[config.mk]
export PLATFORM = sky130hd
export DESIGN_NAME = alu_arbiter
export DESIGN_NICKNAME = d
export VERILOG_FILES = /design/src/rtl/alu_arbiter.sv
export SDC_FILE = /design/constraint.sdc
export NUM_CORES = 1
export LEC_CHECK = 0
export BUFFER_PORTS_ARGS = -buffer_cell sky130_fd_sc_hd__buf_2
export CAP_MARGIN = 20
export CORE_AREA = 2 2 54 56
export CTS_CLUSTER_SIZE = 8
export DETAILED_ROUTE_END_ITERATION = 12
export DIE_AREA = 0 0 56 58
export GPL_ROUTABILITY_DRIVEN = 0
export GPL_TIMING_DRIVEN = 1
export PLACE_DENSITY = 0.8
export SLEW_MARGIN = 20
export SYNTH_ARGS = -nofsm -noshare
export SYNTH_HDL_FRONTEND = slang
export SYNTH_SLANG_ARGS = --single-unit
[constraint.sdc]
create_clock -name clk -period 2.5 [get_ports clk]
set_clock_uncertainty 0.15 [all_clocks]
set_input_delay 0.5 -clock clk [delete_from_list [all_inputs] [get_ports clk]]
set_output_delay 0.5 -clock clk [all_outputs]
set_load 0.05 [all_outputs]
[src/rtl/alu_arbiter.sv]
// Round-robin arbiter sharing one registered ALU between two requesters.
// Captures the winner's operands, waits ALU_LAT edges, then returns alu_out with a done pulse.
module alu_arbiter #(
  parameter int unsigned ALU_LAT = 1
) (
  input  logic       clk,
  input  logic       rst,
  input  logic       req0,
  input  logic [3:0] a0,
  input  logic [3:0] b0,
  input  logic [1:0] op0,
  input  logic       req1,
  input  logic [3:0] a1,
  input  logic [3:0] b1,
  input  logic [1:0] op1,
  output logic       gnt0,
  output logic       gnt1,
  output logic       done0,
  output logic       done1,
  output logic [7:0] result,
  output logic       busy,
  output logic [3:0] alu_a,
  output logic [3:0] alu_b,
  output logic [1:0] alu_op,
  input  logic [7:0] alu_out
);

  localparam logic [0:0] IDLE = 1'b0;
  localparam logic [0:0] EXEC = 1'b1;
  localparam logic [2:0] LAT_INIT = 3'(ALU_LAT);

  logic [0:0] state_q, state_d;
  logic [2:0] cnt_q, cnt_d;
  logic       ptr_q, ptr_d;
  logic       win_q, win_d;
  logic       gnt0_q, gnt0_d;
  logic       gnt1_q, gnt1_d;
  logic       done0_q, done0_d;
  logic       done1_q, done1_d;
  logic       busy_q, busy_d;
  logic [7:0] result_q, result_d;
  logic [3:0] alu_a_q, alu_a_d;
  logic [3:0] alu_b_q, alu_b_d;
  logic [1:0] alu_op_q, alu_op_d;
  logic       pick;

  always_comb begin
    state_d  = state_q;
    cnt_d    = cnt_q;
    ptr_d    = ptr_q;
    win_d    = win_q;
    gnt0_d   = 1'b0;
    gnt1_d   = 1'b0;
    done0_d  = 1'b0;
    done1_d  = 1'b0;
    busy_d   = busy_q;
    result_d = result_q;
    alu_a_d  = alu_a_q;
    alu_b_d  = alu_b_q;
    alu_op_d = alu_op_q;
    // Contention resolves via the pointer; a lone requester always wins.
    pick     = (req0 && req1) ? ptr_q : req1;

    case (state_q)
      IDLE: begin
        if (req0 || req1) begin
          alu_a_d  = pick ? a1  : a0;
          alu_b_d  = pick ? b1  : b0;
          alu_op_d = pick ? op1 : op0;
          gnt0_d   = ~pick;
          gnt1_d   = pick;
          win_d    = pick;
          ptr_d    = ~pick;
          cnt_d    = LAT_INIT;
          busy_d   = 1'b1;
          state_d  = EXEC;
        end
      end
      EXEC: begin
        cnt_d = cnt_q - 3'd1;
        if (cnt_q == 3'd1) begin
          result_d = alu_out;
          done0_d  = ~win_q;
          done1_d  = win_q;
          busy_d   = 1'b0;
          state_d  = IDLE;
        end
      end
      default: state_d = IDLE;
    endcase
  end

  always_ff @(posedge clk or negedge rst) begin
    if (!rst) begin
      state_q  <= IDLE;
      cnt_q    <= '0;
      ptr_q    <= 1'b0;
      win_q    <= 1'b0;
      gnt0_q   <= 1'b0;
      gnt1_q   <= 1'b0;
      done0_q  <= 1'b0;
      done1_q  <= 1'b0;
      busy_q   <= 1'b0;
      result_q <= '0;
      alu_a_q  <= '0;
      alu_b_q  <= '0;
      alu_op_q <= '0;
    end else begin
      state_q  <= state_d;
      cnt_q    <= cnt_d;
      ptr_q    <= ptr_d;
      win_q    <= win_d;
      gnt0_q   <= gnt0_d;
      gnt1_q   <= gnt1_d;
      done0_q  <= done0_d;
      done1_q  <= done1_d;
      busy_q   <= busy_d;
      result_q <= result_d;
      alu_a_q  <= alu_a_d;
      alu_b_q  <= alu_b_d;
      alu_op_q <= alu_op_d;
    end
  end

  assign gnt0   = gnt0_q;
  assign gnt1   = gnt1_q;
  assign done0  = done0_q;
  assign done1  = done1_q;
  assign busy   = busy_q;
  assign result = result_q;
  assign alu_a  = alu_a_q;
  assign alu_b  = alu_b_q;
  assign alu_op = alu_op_q;

endmodule

# Yosys cells after proc, flatten, opt, wreduce, memory -nomap -nowiden
# Cells that the tools add are included.
# totals
ff_bits	29
wordCells	45
# op_classes
n_addsub	1
bitwise	3
n_reduce_logical	5
eq_ne	3
muxes	20
# ops
op	n
two-way mux 1 bit	13
two-way mux 4 bit	2
case mux 3 bit (2 select lines)	1
AND reduction 2 bit	3
case mux 1 bit (2 select lines)	2
== test 3 x 1 -> 1 bit, second input constant	1
two-way mux 3 bit	1
NOT 1 bit	3
subtractor 3 x 1 -> 3 bit, second input constant	1
two-way mux 2 bit	1
inequality test 2 x 1 -> 1 bit, second input constant	1
inequality test 2 bit, second input constant	1
logical AND 1 bit	1
logical OR 1 bit	1

# Longest topological paths before layout
# Gate-level depths: netlist of run 1.
# depth
word_depth	5
depth_mapped	6
mapped_depth_nobuf	5

# Worst setup path after synthesis of run 1
# No wires, ideal clock.
# synth_path
path_type	flip-flop to flip-flop
startpoint	register cnt_q[0]
endpoint	register result_q[1], in the netlist result[1]
setup_slack_ns	1.011
t_arrival_ns	1.211
required_ns	2.222
setup_time_ns	0.128
path_stages_with_launch	5
period_less_slack_ns	1.489
path_cell_list	dfrtp_1 ha_1 nand3b_4 buf_2 mux2_1
# synth_between
elab_chain_cells	2
# synth_rtl
item	line	rtl
start, declared	33	logic [2:0] cnt_q, cnt_d;
start signal, assigned	110	cnt_q <= cnt_d;
== test 3 x 1 -> 1 bit	81	if (cnt_q == 3'd1) begin
AND reduction 2 bit (no line)	n/a	
end signal, assigned	118	result_q <= result_d;
end, declared	41	logic [7:0] result_q, result_d;
# No other way between the ends.
# A chain may end at the register's enable or synchronous reset.

# Worst setup path after layout of run 1
# layout_path
startpoint	register state_q
endpoint	register win_q
# layout_between
elab_chain_cells	2
# layout_rtl
item	line	rtl
start, declared	32	logic [0:0] state_q, state_d;
start signal, assigned	109	state_q <= state_d;
NOT 1 bit (no line)	n/a	
AND reduction 2 bit (no line)	n/a	
end signal, assigned	112	win_q <= win_d;
end, declared	35	logic win_q, win_d;
# No other way between the ends.

==> results.json, run 1 <==
{
  "clk_latency_ps": 330,
  "row_count": 19,
  "die-area_sq_um": 3248,
  "start_kind": "register",
  "dp.final_hpwl_mm": 1.944,
  "drc": 0,
  "track_usage": 0.1773,
  "highest_layer": "met4",
  "grt_first_pass_wirelength_mm": 4.340,
  "maxClockFrequency_mhz": 613.5,
  "wirelength_mm": 2.716,
  "netlist_area_sq_um": 1249,
  "cts_resized": 0,
  "fin_nets": 192,
  "slew_headroom": 0.5008,
  "insertedDiodeCount": 0,
  "ys_ff_latch": 29,
  "syn_avg_cell_area_sq_um": 11.78,
  "ir_worst_vdd_mv": 0.9398,
  "outcome": "complete, no violations",
  "initial_utilization": 0.4690,
  "whs_ps": 30.88,
  "required_ps": 2540,
  "drv_cap": 0,
  "clock_path_buffers": 2,
  "fin_crit_ps": 1630,
  "port_buffers": 54,
  "grt_pass1_vias": 1024,
  "end_kind": "register",
  "antenna_found_initial": 0,
  "die_w_um": 56,
  "synth.distinct_cells": 24,
  "ios": 55,
  "yosysSeqAreaShare": 0.5812,
  "cp_max_fo": 12,
  "area_growth_pct": 25.15,
  "path_clk_slew_ps": 90,
  "root_buffer": "clkbuf_4",
  "routed_via_density": 5.418,
  "powerDensity_nw_per_um2": 1528,
  "yosysWarningCount": 0,
  "drt_iter0_drc": 43,
  "layout-drive-gt1-share": 0.4114,
  "hold_viol_final": 0,
  "worstHoldPathType": "in -> async",
  "leakagePower_nw": 0.7779,
  "finalSetupTns_ps": 0,
  "clock-sinks": 29,
  "path_class": "reg -> reg",
  "wirelength_met1_mm": 1.133,
  "cts-hold-fix-buffers": 0,
  "die_y_um": 58,
  "cts_tree": "done",
  "htree_levels": 2,
  "gr-total-overflow": 0,
  "grt_max_degree": 30,
  "wl_met3_um": 172,
  "drv_slew": 0,
  "vias": 1024,
  "worst_pin_slew_ps": 746.1,
  "firstDrtPassIters": 4,
  "post-cts-setup-buffer-count": 0,
  "wl_per_cell_um": 14.37,
  "period_share": 0.6520,
  "grt_setup_unrepaired": "false",
  "route.met2.wl_mm": 1.335,
  "core_area_sq_um": 2663,
  "setup_violations": 0,
  "netlist_instances": 106,
  "ant_nets": 0,
  "synth.net_count": 140,
  "cp.arrival_ps": 1670,
  "cts_buffers": 5
}
## layer usage
metal,vias up,global-route usage
met1,495,0.2145
met5,-,0
li1,484,-
met3,7,0.06027
met4,0,0.1088
met2,38,0.2756
## flip-flops by register name, indices dropped and copies added, names as in the netlist
signal	cells
ptr_q	1
alu_a	4
win_q	1
done0	1
state_q	1
alu_op	2
busy	1
gnt0	1
done1	1
gnt1	1
result	8
cnt_q	3
alu_b	4
## cells in the final DEF (no fill, tap or decap)
cell | Yosys | layout
buf_2 | 7 | 54
dfrtp_1 | 29 | 29
o21ai_1 | 11 | 11
a31oi_1 | 10 | 10
a2bb2oi_1 | 10 | 10
mux2_1 | 6 | 6
nor2_1 | 5 | 5
nand2_1 | 5 | 5
clkbuf_4 | 0 | 5
inv_1 | 3 | 3
a21oi_1 | 2 | 2
mux2_2 | 2 | 2
o21ai_0 | 2 | 2
ha_1 | 2 | 2
nand3b_4 | 1 | 1
o31a_1 | 1 | 1
nand2b_1 | 1 | 1
o21bai_2 | 1 | 1
inv_2 | 1 | 1
nor2b_1 | 1 | 1
mux2i_1 | 1 | 1
nor4_1 | 1 | 1
nand3_1 | 1 | 1
o22ai_1 | 1 | 1
clkbuf_1 | 0 | 1
clkbuf_8 | 0 | 1
## worst max-delay path, stage by stage (launching register included)
cell and delay [ps]:
dfrtp_1 530, nor2_1 650, o22ai_1 170
## worst paths after layout
| path | start | endpoint | slack [ps] | cells after the start |
|---|---|---|---|---|
| min in group clk | alu_out[5] | result[5]$_DFFE_PN0P_ | 230 | 2 |
| setup / recovery | state_q$_DFF_PN0_ | win_q$_DFFE_PN0P_ | 870 | 2 |
| hold / removal | rst | alu_op[1]$_DFFE_PN0P_ | 30 | 1 |
| setup reg to reg | state_q$_DFF_PN0_ | win_q$_DFFE_PN0P_ | 870 | 2 |
| hold reg to reg | win_q$_DFFE_PN0P_ | done0$_DFF_PN0_ | 300 | 1 |
| max in group asynchronous | rst | alu_a[1]$_DFFE_PN0P_ | 1750 | 1 |
## layout make-up
type | count | area (sq um)
fillers | 233 | 1100
flip-flops and latches | 29 | 725.7
inverters | 4 | 15.01
multi-input cells | 64 | 457.9
clock buffers | 7 | 55.05
well taps | 31 | 38.79
repair buffers | 54 | 270.3
## stage by stage
stage / utilization / cells / setup slack [ps] / power [W] / area, sq um
floorplan: - / 106 / 1011 / 0.001841 / 1249
global placement: 0.5663 / 182 / 588.2 / 0.002082 / 1508
detailed placement: 0.5663 / 182 / 530.8 / 0.002123 / 1508
CTS: 0.5869 / 189 / 864.4 / 0.002408 / 1563
global route: 0.5869 / 189 / 788.0 / 0.002513 / 1563
finish: 0.5869 / 189 / 870.1 / 0.002388 / 1563
## power by group
| part | leakage (nW) | internal [W] | switching (W) |
|---|---|---|---|
| Clock | 0.0314 | 0.000133 | 0.000156 |
| Combinational | 0.406 | 0.000372 | 0.000912 |
| Sequential | 0.341 | 0.000689 | 0.000127 |
## Yosys cell counts, drive strengths merged
cell type  number  share of area
dfrtp          29           0.58
o21ai          13          0.052
a2bb2oi        10          0.070
a31oi          10          0.050
buf             9          0.040
mux2            8          0.072
nand2           5          0.015
nor2            5          0.015
inv             4          0.012
a21oi           2         0.0080
ha              2          0.020
mux2i           1         0.0080
nand2b          1         0.0050
nand3           1         0.0040
nand3b          1          0.016
nor2b           1         0.0050
nor4            1         0.0050
o21bai          1         0.0090
o22ai           1         0.0050
o31a            1         0.0070
## cells by family after synthesis
kind of cell,synth area share
AO/OA/AOI/OAI,0.2014
adder cells (fa/ha/maj),0.02004
buffers and inverters,0.05209
flip-flops,0.5812
multiplexers,0.08016
AND/OR/NAND/NOR,0.06514
Power figures use the tool's default switching activity.
==> run 2: changes to the inputs <==
--- a/config.mk
+++ b/config.mk
@@ -7,13 +7,13 @@
 export LEC_CHECK = 0
 export BUFFER_PORTS_ARGS = -buffer_cell sky130_fd_sc_hd__buf_2
 export CAP_MARGIN = 20
-export CORE_AREA = 2 2 54 56
+export CORE_AREA = 2 2 56 58
 export CTS_CLUSTER_SIZE = 8
 export DETAILED_ROUTE_END_ITERATION = 12
-export DIE_AREA = 0 0 56 58
+export DIE_AREA = 0 0 58 60
 export GPL_ROUTABILITY_DRIVEN = 0
 export GPL_TIMING_DRIVEN = 1
-export PLACE_DENSITY = 0.8
+export PLACE_DENSITY = 0.75
 export SLEW_MARGIN = 20
 export SYNTH_ARGS = -nofsm -noshare
 export SYNTH_HDL_FRONTEND = slang
==> constraint.sdc (replaced) <==
create_clock -name clk -period 1.7 [get_ports clk]
set_clock_uncertainty 0.15 [all_clocks]
set_input_delay 0.34 -clock clk [delete_from_list [all_inputs] [get_ports clk]]
set_output_delay 0.34 -clock clk [all_outputs]
set_load 0.05 [all_outputs]
==> results.json, run 2 (synthesis results as in run 1) <==
{
  "outcome": "complete, no violations",
  "end_kind": "register",
  "start_kind": "register",
  "swShare": 0.4956,
  "slowest_stage": "dfrtp_1",
  "dp.final_hpwl_mm": 2.090,
  "worst_pin_slew_ps": 626.3,
  "maxClockFrequency_mhz": 649.6,
  "vias": 1037,
  "firstDrtPassIters": 4,
  "clock_path_buffers": 2,
  "antenna_found_initial": 0,
  "dp.cells": 188,
  "internal-power_w": 0.001824,
  "path_clk_slew_ps": 90,
  "p_switching_w": 0.001793,
  "drv_cap": 0,
  "period_share": 0.9055,
  "worstReg2RegStart": "state_q$_DFF_PN0_",
  "row_count": 20,
  "worst_hold_path.endpoint": "result[3]$_DFFE_PN0P_",
  "drt_iter0_drc": 32,
  "die_y_um": 60,
  "wirelength_mm": 2.881,
  "ant_nets": 0,
  "ios": 55,
  "ir_worst_vdd_mv": 1.324,
  "grt_max_degree": 30,
  "htree_levels": 2,
  "layout_common_cells": "54 x buf_2, 29 x dfrtp_1, 11 x o21ai_1, 10 x a31oi_1, 10 x a2bb2oi_1",
  "cts_tree": "done",
  "final_common_cell": "buf_2",
  "routed_via_density": 5.264,
  "largest_reg_flops": 8,
  "insertedDiodeCount": 0,
  "p_total_w": 0.003617,
  "setup_violations": 0,
  "finalSetupTns_ps": 0,
  "area_growth_pct": 29.76,
  "hold_viol_final": 0,
  "combPwrFrac": 0.533,
  "drv_slew": 0,
  "r2r_end": "alu_b[0]$_DFFE_PN0P_",
  "rrSetupSlack_ps": 160,
  "powerDensity_nw_per_um2": 2232,
  "seqPwrFrac": 0.337,
  "hold_start": "alu_out[3]",
  "fin_nets": 197,
  "drc": 0,
  "root_buffer": "clkbuf_4",
  "die_w_um": 58,
  "instances_no_fill": 197,
  "grt_setup_unrepaired": "false",
  "track_usage": 0.1906,
  "port_buffers": 54,
  "clock-sinks": 29,
  "slew_headroom": 0.5825,
  "clk_latency_ps": 320,
  "core_area_sq_um": 2903,
  "layout-drive-gt1-share": 0.4329,
  "p_clk_frac": 0.130,
  "grt_first_pass_wirelength_mm": 4.685,
  "crit_path_cell_trace": "o21bai_2 -> a31oi_1 -> a2bb2oi_1",
  "die-area_sq_um": 3480,
  "cp.arrival_ps": 1590,
  "fin_crit_ps": 1539,
  "reg2reg_depth": 3,
  "initial_utilization": 0.4302,
  "worstHoldPathType": "in -> reg",
  "path_class": "reg -> reg",
  "cpPeakStageDelay_ps": 540,
  "wl_per_cell_um": 14.62,
  "grt_pass1_vias": 1015,
  "whs_path_depth": 2,
  "leakagePower_nw": 0.8124,
  "cp_max_fo": 13,
  "required_ps": 1760,
  "gr-total-overflow": 0,
  "cts_buffers": 5
}
run 2: worst max-delay path: cells and delay by family, from the launching register on:
kind	cells	cell delay, ps
compound gates	3	730
flops	1	540
run 2: routing by layer:
| layer | GRT usage | vias to the layer above | part of all wire |
|---|---|---|---|
| met5 | 0 | - | 0 |
| met3 | 0.06277 | 4 | 0.052 |
| li1 | - | 497 | - |
| met1 | 0.2243 | 507 | 0.40 |
| met4 | 0.1063 | 0 | 0.013 |
| met2 | 0.3084 | 29 | 0.54 |
run 2: layout make-up:
cell class | instances | area [sq um]
clock buffer | 7 | 65.06
clock inverter | 1 | 5.005
fill | 258 | 1282
inverter | 4 | 15.01
multi-input combinational | 64 | 457.9
sequential | 29 | 725.7
tap | 33 | 41.29
timing repair buffer | 59 | 310.3
run 2: how the worst max path moves through the flow:
stage | from | cells after the start | slack (ps) | end
2_1_floorplan | cnt_q[0]$_DFFE_PN0P_ | 4 | 210 | result[1]$_DFFE_PN0P_
3_3_place_gp | state_q$_DFF_PN0_ | 3 | 290 | alu_a[3]$_DFFE_PN0P_
3_5_place_dp | req1 | 4 | 170 | alu_a[1]$_DFFE_PN0P_
4_1_cts | state_q$_DFF_PN0_ | 3 | 170 | alu_a[1]$_DFFE_PN0P_
5_1_grt | state_q$_DFF_PN0_ | 3 | 70 | alu_b[0]$_DFFE_PN0P_
6_report | state_q$_DFF_PN0_ | 3 | 160 | alu_b[0]$_DFFE_PN0P_
run 2: repair_timing:
item | CTS | global route
buffers inserted | 0 | 0
hold buffers | 1 | 0
gates resized for setup | 0 | 0
hold endpoints to repair | 29 | 0
run 2: through the flow:
step / instance area [sq um] / util / setup slack (ps) / hold slack, ps
floorplan: 1249 / - / 211.3 / -105.6
global placement: 1540 / 0.5306 / 287.7 / 238.6
detailed placement: 1540 / 0.5306 / 165.8 / 241.2
CTS: 1620 / 0.5582 / 171.4 / 53.29
global route: 1620 / 0.5582 / 74.60 / 67.75
finish: 1620 / 0.5582 / 160.6 / 73.91
run 2: power by group through the flow:
| stage | Clock (W) | Combinational [W] | Sequential [W] |
|---|---|---|---|
| after floorplan | 0 | 0.000635 | 0.00207 |
| after global placement | 0 | 0.00190 | 0.00120 |
| after detailed placement | 0 | 0.00195 | 0.00122 |
| after CTS | 0.000485 | 0.00195 | 0.00122 |
| after global routing | 0.000511 | 0.00205 | 0.00126 |
| final | 0.000470 | 0.00193 | 0.00122 |
==> run 3: changes to the inputs <==
--- a/config.mk
+++ b/config.mk
@@ -14,6 +14,7 @@
 export GPL_ROUTABILITY_DRIVEN = 0
 export GPL_TIMING_DRIVEN = 1
 export PLACE_DENSITY = 0.75
+export RECOVER_POWER = 25
 export SLEW_MARGIN = 20
 export SYNTH_ARGS = -nofsm -noshare
 export SYNTH_HDL_FRONTEND = slang
==> results.json, run 3 (synthesis results as in run 1) <==
{
  "top_usage_layer": "met2",
  "drv_cap": 0,
  "slew_headroom": 0.5358,
  "leakagePower_nw": 0.8126,
  "end_kind": "register",
  "wirelength_mm": 2.880,
  "whs_ps": 73.91,
  "outcome": "complete, no violations",
  "setup_slack_ps": 160.6,
  "grt_util_met1": 0.2243,
  "cts_tree": "done",
  "die_w_um": 58,
  "htree_levels": 2,
  "fin_crit_ps": 1539,
  "path_clk_slew_ps": 90,
  "clock_path_buffers": 2,
  "cp.arrival_ps": 1590,
  "whs_path_depth": 2,
  "wl_per_cell_um": 14.62,
  "drt_iter0_drc": 32,
  "place_ws_ps": 165.8,
  "largest_reg_flops": 8,
  "final_common_cell": "buf_2",
  "path_class": "reg -> reg",
  "clock-sinks": 29,
  "setup_violations": 0,
  "maxClockFrequency_mhz": 649.6,
  "clk_latency_ps": 320,
  "reg2reg_depth": 3,
  "area_growth_pct": 29.76,
  "slowest_stage": "dfrtp_1",
  "fin_nets": 197,
  "use_met3": 0.06277,
  "hold_viol_final": 0,
  "row_count": 20,
  "ir_worst_vdd_mv": 1.324,
  "path_depth": 3,
  "firstDrtPassIters": 4,
  "layout-drive-gt1-share": 0.4329,
  "worst_pin_slew_ps": 696.2,
  "routed_via_density": 5.264,
  "drc": 0,
  "cts_resized": 0,
  "worstHoldPathType": "in -> reg",
  "post-cts-setup-buffer-count": 0,
  "ant_nets": 0,
  "met2_usage": 0.3084,
  "die_y_um": 60,
  "start_kind": "register",
  "grt_pass1_vias": 1015,
  "powerDensity_nw_per_um2": 2232,
  "crit_path_cell_trace": "o21bai_2 -> a31oi_1 -> a2bb2oi_1",
  "ios": 55,
  "drv_slew": 0,
  "core_area_sq_um": 2903,
  "grt_first_pass_wirelength_mm": 4.685,
  "initial_utilization": 0.4302,
  "gr-total-overflow": 0,
  "path_buf_inv": 0,
  "cpPeakStageDelay_ps": 540,
  "period_share": 0.9055,
  "antenna_found_initial": 0,
  "grt_max_degree": 30,
  "insertedDiodeCount": 0,
  "track_usage": 0.1906,
  "layout_common_cells": "53 x buf_2, 29 x dfrtp_1, 11 x o21ai_1, 10 x a31oi_1, 10 x a2bb2oi_1",
  "vias": 1037,
  "finalSetupTns_ps": 0,
  "required_ps": 1760,
  "cts_buffers": 5,
  "critPathTopFamily": "compound AO/OA/AOI/OAI gates",
  "cp_max_fo": 13,
  "grt_setup_unrepaired": "false",
  "root_buffer": "clkbuf_4",
  "port_buffers": 54,
  "dp.final_hpwl_mm": 2.090,
  "die-area_sq_um": 3480
}
-- run 3: changes by cell type in the layout (fill, tap and decap cells not counted) --
| cell | before | now |
|---|---|---|
| clkbuf_2 | 0 | 1 |
| buf_2 | 54 | 53 |
-- run 3: layout make-up --
class / count / area (sq um)
Tap cell: 33 / 41.29
Sequential cell: 29 / 725.7
Clock inverter: 1 / 5.005
Multi-Input combinational cell: 64 / 457.9
Inverter: 4 / 15.01
Fill cell: 258 / 1282
Timing Repair Buffer: 59 / 310.3
Clock buffer: 7 / 65.06
-- run 3: final timing paths --
kind | from | endpoint | slack (ps)
setup reg to reg | state_q$_DFF_PN0_ | alu_b[0]$_DFFE_PN0P_ | 160
hold / removal | alu_out[3] | result[3]$_DFFE_PN0P_ | 70
max in group asynchronous | rst | done0$_DFF_PN0_ | 510
setup / recovery | state_q$_DFF_PN0_ | alu_b[0]$_DFFE_PN0P_ | 160
min in group asynchronous | rst | result[3]$_DFFE_PN0P_ | 440
hold reg to reg | win_q$_DFFE_PN0P_ | done0$_DFF_PN0_ | 290
-- run 3: repair_timing --
| item | CTS | global route |
|---|---|---|
| hold endpoints to repair | 29 | 0 |
| endpoints found under the setup margin | 0 | 0 |
| hold buffers | 1 | 0 |
-- run 3: where the power goes --
part / switching, W / internal (W) / leakage [nW]
clock network: 0.000231 / 0.000239 / 0.0413
logic: 0.00136 / 0.000571 / 0.431
registers: 0.000204 / 0.00101 / 0.341
-- run 3: routing by layer --
layer	share of wire	vias up	wire, um
met5	0	-	0
met3	0.052	4	150
met4	0.013	0	37
met1	0.40	507	1150
li1	-	497	-
met2	0.54	29	1542
-- run 3: per-stage QoR --
stage | power, W | instances | util | cell area (sq um)
final | 0.003617 | 197 | 0.5582 | 1620
after global placement | 0.003102 | 188 | 0.5306 | 1540
after floorplan | 0.002707 | 106 | - | 1249
after detailed placement | 0.003173 | 188 | 0.5306 | 1540
after global routing | 0.003826 | 197 | 0.5582 | 1620
after CTS | 0.003649 | 197 | 0.5582 | 1620
-- run 3: worst reg2reg max path: stages (launching register included) --
cell       delay (ps)
dfrtp_1           540
o21bai_2          390
a31oi_1           250
a2bb2oi_1          90
